<file path="src/rtl/native_port_buffer.sv">
// native_port_buffer: first-word-fall-through buffering of command, write-data and read-data
// streams between the Wishbone-to-native bridge and the controller crossbar.
// Define NATIVE_BUF_RDATA_FIFO_EN for a credited read-data FIFO; otherwise read data passes straight through.
module native_port_buffer #(
    parameter int ADDR_W = 32,
    parameter int DATA_W = 256,
    parameter int DEPTH  = 4
) (
    input  logic                sys_clk,
    input  logic                sys_rst_n,

    input  logic                s_cmd_valid,
    output logic                s_cmd_ready,
    input  logic                s_cmd_last,
    input  logic                s_cmd_payload_we,
    input  logic [ADDR_W-1:0]   s_cmd_payload_addr,

    input  logic                s_wdata_valid,
    output logic                s_wdata_ready,
    input  logic [DATA_W-1:0]   s_wdata_payload_data,
    input  logic [DATA_W/8-1:0] s_wdata_payload_we,

    output logic                s_rdata_valid,
    input  logic                s_rdata_ready,
    output logic [DATA_W-1:0]   s_rdata_payload_data,

    output logic                m_cmd_valid,
    input  logic                m_cmd_ready,
    output logic                m_cmd_last,
    output logic                m_cmd_payload_we,
    output logic [ADDR_W-1:0]   m_cmd_payload_addr,

    output logic                m_wdata_valid,
    input  logic                m_wdata_ready,
    output logic [DATA_W-1:0]   m_wdata_payload_data,
    output logic [DATA_W/8-1:0] m_wdata_payload_we,

    input  logic                m_rdata_valid,
    output logic                m_rdata_ready,
    input  logic [DATA_W-1:0]   m_rdata_payload_data,

    output logic                idle
);
    localparam int AW    = $clog2(DEPTH);
    localparam int BE_W  = DATA_W / 8;
    localparam int CMD_W = ADDR_W + 2;
    localparam int WD_W  = DATA_W + BE_W;

    // Assertion reaches the state asynchronously; release is retimed so state leaves reset on the first edge.
    logic rst_sync_n;
    always_ff @(posedge sys_clk or negedge sys_rst_n) begin
        if (!sys_rst_n) rst_sync_n <= 1'b0;
        else            rst_sync_n <= 1'b1;
    end

    logic [CMD_W-1:0] cmd_mem [DEPTH];
    logic [AW:0]      cmd_wp, cmd_rp;
    logic             cmd_full, cmd_empty, cmd_push, cmd_pop;
    logic [CMD_W-1:0] cmd_head;

    assign cmd_full    = (cmd_wp[AW-1:0] == cmd_rp[AW-1:0]) && (cmd_wp[AW] != cmd_rp[AW]);
    assign cmd_empty   = (cmd_wp == cmd_rp);
    assign s_cmd_ready = !cmd_full;
    assign cmd_push    = s_cmd_valid & s_cmd_ready;
    assign cmd_pop     = m_cmd_valid & m_cmd_ready;
    assign cmd_head    = cmd_mem[cmd_rp[AW-1:0]];
    assign {m_cmd_last, m_cmd_payload_we, m_cmd_payload_addr} = cmd_head;

    always_ff @(posedge sys_clk) begin
        if (cmd_push) cmd_mem[cmd_wp[AW-1:0]] <= {s_cmd_last, s_cmd_payload_we, s_cmd_payload_addr};
    end

    always_ff @(posedge sys_clk or negedge rst_sync_n) begin
        if (!rst_sync_n) begin
            cmd_wp <= '0;
            cmd_rp <= '0;
        end else begin
            if (cmd_push) cmd_wp <= cmd_wp + (AW+1)'(1);
            if (cmd_pop)  cmd_rp <= cmd_rp + (AW+1)'(1);
        end
    end

    logic [WD_W-1:0] wd_mem [DEPTH];
    logic [AW:0]     wd_wp, wd_rp;
    logic            wd_full, wd_empty, wd_push, wd_pop;

    assign wd_full       = (wd_wp[AW-1:0] == wd_rp[AW-1:0]) && (wd_wp[AW] != wd_rp[AW]);
    assign wd_empty      = (wd_wp == wd_rp);
    assign s_wdata_ready = !wd_full;
    assign m_wdata_valid = !wd_empty;
    assign wd_push       = s_wdata_valid & s_wdata_ready;
    assign wd_pop        = m_wdata_valid & m_wdata_ready;
    assign {m_wdata_payload_data, m_wdata_payload_we} = wd_mem[wd_rp[AW-1:0]];

    always_ff @(posedge sys_clk) begin
        if (wd_push) wd_mem[wd_wp[AW-1:0]] <= {s_wdata_payload_data, s_wdata_payload_we};
    end

    always_ff @(posedge sys_clk or negedge rst_sync_n) begin
        if (!rst_sync_n) begin
            wd_wp <= '0;
            wd_rp <= '0;
        end else begin
            if (wd_push) wd_wp <= wd_wp + (AW+1)'(1);
            if (wd_pop)  wd_rp <= wd_rp + (AW+1)'(1);
        end
    end

    logic        rd_empty;
    logic [AW:0] rd_out;

`ifdef NATIVE_BUF_RDATA_FIFO_EN
    logic [DATA_W-1:0] rd_mem [DEPTH];
    logic [AW:0]       rd_wp, rd_rp, rd_count;
    logic              rd_full, rd_push, rd_pop, rd_issue;
    logic [AW+1:0]     credit_used;

    assign rd_count             = rd_wp - rd_rp;
    assign rd_full              = (rd_wp[AW-1:0] == rd_rp[AW-1:0]) && (rd_wp[AW] != rd_rp[AW]);
    assign rd_empty             = (rd_wp == rd_rp);
    assign m_rdata_ready        = !rd_full;
    assign s_rdata_valid        = !rd_empty;
    assign s_rdata_payload_data = rd_mem[rd_rp[AW-1:0]];
    assign rd_push              = m_rdata_valid & m_rdata_ready;
    assign rd_pop               = s_rdata_valid & s_rdata_ready;
    assign rd_issue             = cmd_pop & ~m_cmd_payload_we;

    // Reads are held back until the FIFO is guaranteed room for every beat already owed.
    assign credit_used = {1'b0, rd_out} + {1'b0, rd_count};
    assign m_cmd_valid = !cmd_empty & (m_cmd_payload_we | (credit_used < (AW+2)'(DEPTH)));

    always_ff @(posedge sys_clk) begin
        if (rd_push) rd_mem[rd_wp[AW-1:0]] <= m_rdata_payload_data;
    end

    always_ff @(posedge sys_clk or negedge rst_sync_n) begin
        if (!rst_sync_n) begin
            rd_wp  <= '0;
            rd_rp  <= '0;
            rd_out <= '0;
        end else begin
            if (rd_push) rd_wp <= rd_wp + (AW+1)'(1);
            if (rd_pop)  rd_rp <= rd_rp + (AW+1)'(1);
            if (rd_issue && !rd_push)      rd_out <= rd_out + (AW+1)'(1);
            else if (!rd_issue && rd_push) rd_out <= rd_out - (AW+1)'(1);
        end
    end
`else
    assign rd_empty             = 1'b1;
    assign rd_out               = '0;
    assign s_rdata_valid        = m_rdata_valid & sys_rst_n;
    assign m_rdata_ready        = s_rdata_ready;
    assign s_rdata_payload_data = m_rdata_payload_data;
    assign m_cmd_valid          = !cmd_empty;
`endif

    assign idle = cmd_empty & wd_empty & rd_empty & (rd_out == '0);

endmodule

</file>
<file path="config.mk">
export PLATFORM = sky130hd
export DESIGN_NAME = native_port_buffer
export DESIGN_NICKNAME = d
export VERILOG_FILES = /design/src/rtl/native_port_buffer.sv
export SDC_FILE = /design/constraint.sdc
export NUM_CORES = 1
export LEC_CHECK = 0
export ABC_AREA = 0
export ABC_CLOCK_PERIOD_IN_PS = 2200
export CAP_MARGIN = 15
export CORE_AREA = 2 2 451 453
export CTS_CLUSTER_DIAMETER = 50
export DETAILED_ROUTE_END_ITERATION = 8
export DIE_AREA = 0 0 453 455
export DONT_BUFFER_PORTS = 1
export GPL_TIMING_DRIVEN = 1
export SLEW_MARGIN = 25
export SYNTH_ARGS = -nofsm -noshare
export SYNTH_HDL_FRONTEND = slang
export SYNTH_SLANG_ARGS = --single-unit
export TNS_END_PERCENT = 50
</file>
<file path="constraint.sdc">
create_clock -name sys_clk -period 2.2 [get_ports sys_clk]
set_clock_uncertainty 0.15 [all_clocks]
set_input_delay 0.33 -clock sys_clk [delete_from_list [all_inputs] [get_ports sys_clk]]
set_output_delay 0.33 -clock sys_clk [all_outputs]
set_load 0.02 [all_outputs]
</file>
==> results of run 1 <==
## registers in the layout, indices dropped and copies added (netlist names)
signal      flops
wd_mem       1152
cmd_mem       136
cmd_rp          3
cmd_wp          3
wd_rp           3
wd_wp           3
rst_sync_n      1
## final cells by class
cell class | instances | area share, %
diodes | 7 | 0.0285
multi-input cells | 399 | 12.9
clock inverters | 95 | 1.34
clock buffers | 176 | 6.41
flip-flops and latches | 1301 | 63.5
repair buffers | 524 | 10.3
inverters | 8 | 0.0489
well taps | 2672 | 5.44
## cell usage in the layout, fill, tap and decap left out, types with 4 or more instances in the layout
cell and count:
a21o_1 4, a21oi_1 4, a31oi_1 5, and3_1 4
buf_12 73, buf_16 18, buf_4 72, buf_6 12
bufinv_16 6, clkbuf_1 22, clkbuf_16 164, clkinv_1 25
clkinv_2 21, clkinv_4 15, clkinv_8 6, clkinvlp_4 4
dfrtp_1 9, diode_2 7, dlygate4sd3_1 336, edfxtp_1 1288
ha_1 10, inv_1 8, inv_6 10, inv_8 7
mux4_2 322, nand2_1 4, nand2b_1 4, nor3_1 4
o21ai_0 4, xnor2_1 5, xor2_1 8
## per-layer routing
| metal | global-route usage [%] | part of all wire (%) | up-vias |
|---|---|---|---|
| li1 | - | - | 9005 |
| met3 | 5.29 | 9.6 | 351 |
| met1 | 12.0 | 31 | 11500 |
| met2 | 21.9 | 53 | 1018 |
| met4 | 8.09 | 6.6 | 8 |
| met5 | 0.0230 | 0.041 | - |
## per-stage QoR
stage	util (%)	hold WS, ns	instance area (sq um)
after floorplan	-	-0.116	49400
after global placement	26.0	-0.115	52400
after detailed placement	26.0	-0.115	52400
after CTS	30.3	0.000207	61000
after global routing	30.5	0.0496	61400
final	30.5	0.104	61400
## timing repair
item                       4_1_cts  5_1_grt
pin swaps                        0        2
setup endpoints to repair      334     1416
cloned                           8       10
hold endpoints to repair      1383        0
gates resized for setup         20       20
hold buffers                   336        0
setup buffers                   12       13
## cell usage after synthesis (all sizes together) (5+ instances only)
library cell	number
inv	8
clkbuf	5
xor2	8
ha	10
edfxtp	1288
and2	7
buf	325
xnor2	8
a31oi	8
mux4	322
dfrtp	13
## critical path: cells and delay by family (launching register included)
kind / cells / cell delay, ns
buffers and inverters: 3 / 0.48
multiplexers: 1 / 0.64
flip-flops: 1 / 0.49
## cell families after synthesis
family | Yosys count
other cells | 1
simple gates | 30
mux | 322
flops | 1301
fa+ha+maj | 10
compound gates | 20
xor+xnor | 16
buf+inv | 338
## power by group through the flow
stage | clock network (mW) | registers (mW) | logic [mW]
after floorplan | 0 | 34.6 | 17.9
after global placement | 0 | 34.2 | 26.2
after detailed placement | 0 | 34.4 | 26.1
after CTS | 24.4 | 33.9 | 28.2
after global routing | 25.3 | 34.3 | 29.7
final | 23.8 | 33.9 | 28.3
## worst paths after layout
path | end | from | cells past startpoint
min | wd_mem[3][186] | s_wdata_payload_data[154] | 1
max | m_wdata_payload_data[76] | wd_rp[0] | 4
min in group asynchronous | cmd_wp[1] | rst_sync_n | 0
max in group asynchronous | wd_rp[0] | rst_sync_n | 0
max reg2reg | wd_mem[1][171] | wd_rp[0] | 8
min reg2reg | cmd_wp[1] | rst_sync_n | 0
==> metrics, run 1 <==
status=complete, but fails checks; failing checks=negative setup slack; Chip Width=453 microns; CP most frequent cell=buf_16; Post-Synth XOR/XNOR Area=0.315%; Rel. slew slack=51.1%; Global Route Usage Sum=12.5%; actual slew at the worst max-slew pin=0.734 ns; count of cell types in the netlist=25; P_int=57.7 mW; Synth area leader=edfxtp_1; sequential fraction of the synthesis area=79.1%; Setup WS pre-CTS=0.00964 ns; Compound-Gate Fraction of Synth Area=0.269%; final-report hold violation count=0; critical-path maximum fanout=10; routed wire length per instance=26.1 microns; CP arrival=2.40 ns; CP required=1.72 ns; RSZ-0062 raised after global routing=true; area of the mapped netlist=0.0493 sq mm; Sw Ratio=32.9%; Final Worst Setup Slack=-0.680 ns; combinational share of power=32.9%; Peak supply drop=1.04 mV; worst reg-to-reg setup slack=-0.35 ns; Vias/cell=4.22; Final Routed Wirelength=135000 microns; Layout area overhead=24.5%; Post-Synth Simple-Gate Area=0.325%; Clock Tree Buf Depth=3; Synth Area per Inst=24.2 sq um; chip height=455 microns; nets@finish=2981; post-layout min period=2.88 ns; first-pass iteration count of the detailed router=6; pin count of the biggest net entering global routing=54; WS Path Type=reg -> out; Post-Synth Adder-Cell Area=0.254%; Placed Cells=4527; clk sinks=1301; HP Class=in -> reg; Seq cells post-synth=1301; I/O Pins=1171; clock slew seen by the registers of the worst setup and hold paths=0.06 ns; Pins Over Slew Limit=0; Final Non-Filler Cells=5182; CTS tree=done; GR Overflow Total=0; max-cap violation count=0; crit path cell chain=buf_16 > buf_12 > buf_16 > mux4_2; Syn Nets=2634; Crit-path slowest cell=mux4_2; Crit path largest cell delay=0.64 ns; Most used DFF post-synth=edfxtp_1; Crit. End Element=output pin; Fmax achieved=347 MHz; leakage power=19.4 nW; Multi-input gate area=0.00791 sq mm; Setup crit start kind=register; Setup TNS=-473.35 ns; Syn. warnings=0; asr flop ratio synth=0.999%; std cell rows=165; Seq. cell area=0.0390 sq mm; first-pass GRT wire length=182000 microns; DR iter-0 viols=1880; Pwr Density=1400 mW/mm^2; Detail Route Antenna Nets=0; Initial Utilization=24.5%; GP Congestion=0.779; number of H-tree levels=4; die area=0.206 sq mm; Synth Instances=2038; multiplexer share of the synthesized area=14.7%; Root Buffer=clkbuf_16; fillers=19100; share of cells above drive strength 1=30.1%; main combinational cell family by area after synthesis=multiplexers; Synth top area share=78.4%; Seq pwr share=39.4%; Psw=28.3 mW; Port Buffers=0; final setup fails=1462; Tcrit/Tclk final=131%; Post-synth EDFFs=1288; TritonCTS Buffers=151; core area=0.201 sq mm; Synth area leaders=edfxtp_1 (78%), mux4_2 (15%), buf_4 (4.1%); drt drc=0; Final Power=86.0 mW; clk_lat worst skew=0.76 ns; hpwl dp=94400 microns; initial antenna violation count=19; clock share of power=27.6%; number of global-route vias before repair=22900; total number of vias=21900
(Power assumes the default switching activity.)
==> inputs of run 2 (changes only) <==
--- a/config.mk
+++ b/config.mk
@@ -7,12 +7,12 @@
 export LEC_CHECK = 0
 export ABC_AREA = 0
 export ABC_CLOCK_PERIOD_IN_PS = 2200
+export BUFFER_PORTS_ARGS = -buffer_cell sky130_fd_sc_hd__buf_2
 export CAP_MARGIN = 15
 export CORE_AREA = 2 2 451 453
 export CTS_CLUSTER_DIAMETER = 50
 export DETAILED_ROUTE_END_ITERATION = 8
 export DIE_AREA = 0 0 453 455
-export DONT_BUFFER_PORTS = 1
 export GPL_TIMING_DRIVEN = 1
 export SLEW_MARGIN = 25
 export SYNTH_ARGS = -nofsm -noshare
==> run 2 against run 1 <==
Against the previous run:
- highest routed layer unchanged
- largest cell class unchanged
- the run still ends with negative setup slack left
- sequential share of layout area shrank 5.2 points
- clock-buffer cell count shrank 8
- routed wire length rose by 8.8%
- critical path type unchanged
==> metrics, run 2 (synthesized netlist as in run 1, its figures left out) <==
status=complete, but fails checks; clock slew seen by the registers of the worst setup and hold paths=0.06 ns; Crit. End Element=output pin; final-report hold violation count=0; drt drc=0; Util after Layout=33.2%; post-layout min period=3.01 ns; number of H-tree levels=4; commonest cells after routing, fill and taps aside=edfxtp_1 (1288), buf_2 (470), dlygate4sd3_1 (328), mux4_2 (322), buf_6 (201); Port Buffers=656; Detail Route Antenna Nets=0; number of global-route vias before repair=25700; GR Overflow Total=0; Final Worst Setup Slack=-0.806 ns; combinational share of power=38.5%; Initial Utilization=24.5%; Final Power=94.0 mW; Psw=30.7 mW; GP Congestion=0.789; I/O Pins=1171; Final Non-Filler Cells=5889; initial antenna violation count=28; max FFs per register=1152; grt met3 use=5.07%; Pwr Density=1400 mW/mm^2; leakage power=22.8 nW; M2 GR Usage=23.2%; critical-path maximum fanout=8; first-pass GRT wire length=191000 microns; max-cap violation count=0; Setup crit start kind=register; Tcrit/Tclk final=137%; final hold slack=0.129 ns; hpwl dp=100000 microns; actual slew at the worst max-slew pin=0.800 ns; total number of vias=24700; GRT met1 Usage=12.6%; final setup fails=1341; Chip Width=453 microns; CP required=1.72 ns; TritonCTS Buffers=147; clk_lat worst skew=0.80 ns; most common cell after layout, fill and taps aside=edfxtp_1; Global Route Usage Sum=13.0%; WS Path Type=reg -> out; Seq pwr share=36.1%; core area=0.201 sq mm; die area=0.206 sq mm; nets@finish=3686; Peak supply drop=0.832 mV; Layout area overhead=35.7%; busiest grt layer=met2; Rel. slew slack=46.6%; Pins Over Slew Limit=0; RSZ-0062 raised after global routing=true; chip height=455 microns; std cell rows=165; Final Routed Wirelength=147000 microns; clock share of power=25.4%; HP Class=in -> reg; Root Buffer=clkbuf_16; share of cells above drive strength 1=45.8%; routed wire length per instance=25.0 microns; CTS tree=done; Clock Tree Buf Depth=3; P_int=63.3 mW; failing checks=negative setup slack; pin count of the biggest net entering global routing=40; clk sinks=1301; Fmax achieved=333 MHz; first-pass iteration count of the detailed router=4; Sw Ratio=32.6%; Vias/cell=4.19; Placed Cells=5190; DR iter-0 viols=1762; CP arrival=2.53 ns
[run 2: through the flow]
step	worst slack (ns)	cell area, sq um	setup TNS, ns
after floorplan	-4.11	49400	-2930.24
after global placement	-0.0358	55700	-0.560
after detailed placement	-0.0446	55700	-1.32
after CTS	-0.927	64400	-354.54
after global routing	-0.935	66900	-418.24
final	-0.806	66900	-292.98
[run 2: timing repair]
action,4_1_cts,5_1_grt
endpoints found under the hold margin,1338,0
pin swaps,0,4
gates cloned,2,42
endpoints found under the setup margin,569,1374
hold buffers,328,0
gates resized for setup,130,370
setup buffers,8,44
[run 2: worst paths after layout]
| check | start | endpoint | slack (ns) | cells past startpoint |
|---|---|---|---|---|
| max | wd_rp[0] | m_wdata_payload_data[68] | -0.81 | 5 |
| min | s_wdata_payload_data[232] | wd_mem[2][264] | 0.13 | 2 |
| max reg2reg | wd_rp[0] | wd_mem[3][242] | -0.15 | 7 |
| min reg2reg | rst_sync_n | cmd_wp[0] | 0.18 | 0 |
| max in group asynchronous | rst_sync_n | wd_rp[1] | 1.14 | 0 |
| min in group asynchronous | rst_sync_n | cmd_wp[0] | 0.18 | 0 |
[run 2: critical path, cell delays in order (launching register included)]
cell and delay (ns):
dfrtp_4 0.47, buf_16 0.16, buf_16 0.18, clkbuf_16 0.20, mux4_2 0.52, buf_6 0.15
[run 2: final cells by class]
type	count	area [sq um]
fill	18800	134000
clock inverter	96	1010
timing repair buffer	1233	11800
antenna	12	30.0
multi-input combinational	399	7960
tap	2672	3340
sequential	1301	39000
clock buffer	168	3770
inverter	8	30.0
[run 2: per-layer routing]
| metal | vias up | share of wire, % |
|---|---|---|
| met1 | 12900 | 33 |
| met5 | - | 0.070 |
| li1 | 10400 | - |
| met3 | 372 | 8.3 |
| met2 | 994 | 53 |
| met4 | 10 | 6.0 |
[run 2: power groups by stage]
stage,clock network [mW],logic (mW),registers (mW)
4_1_cts,24.5,31.8,34.0
2_1_floorplan,0,17.9,34.6
5_1_grt,25.4,38.0,34.3
3_3_place_gp,0,29.6,34.2
6_report,23.9,36.2,34.0
3_5_place_dp,0,29.6,34.5
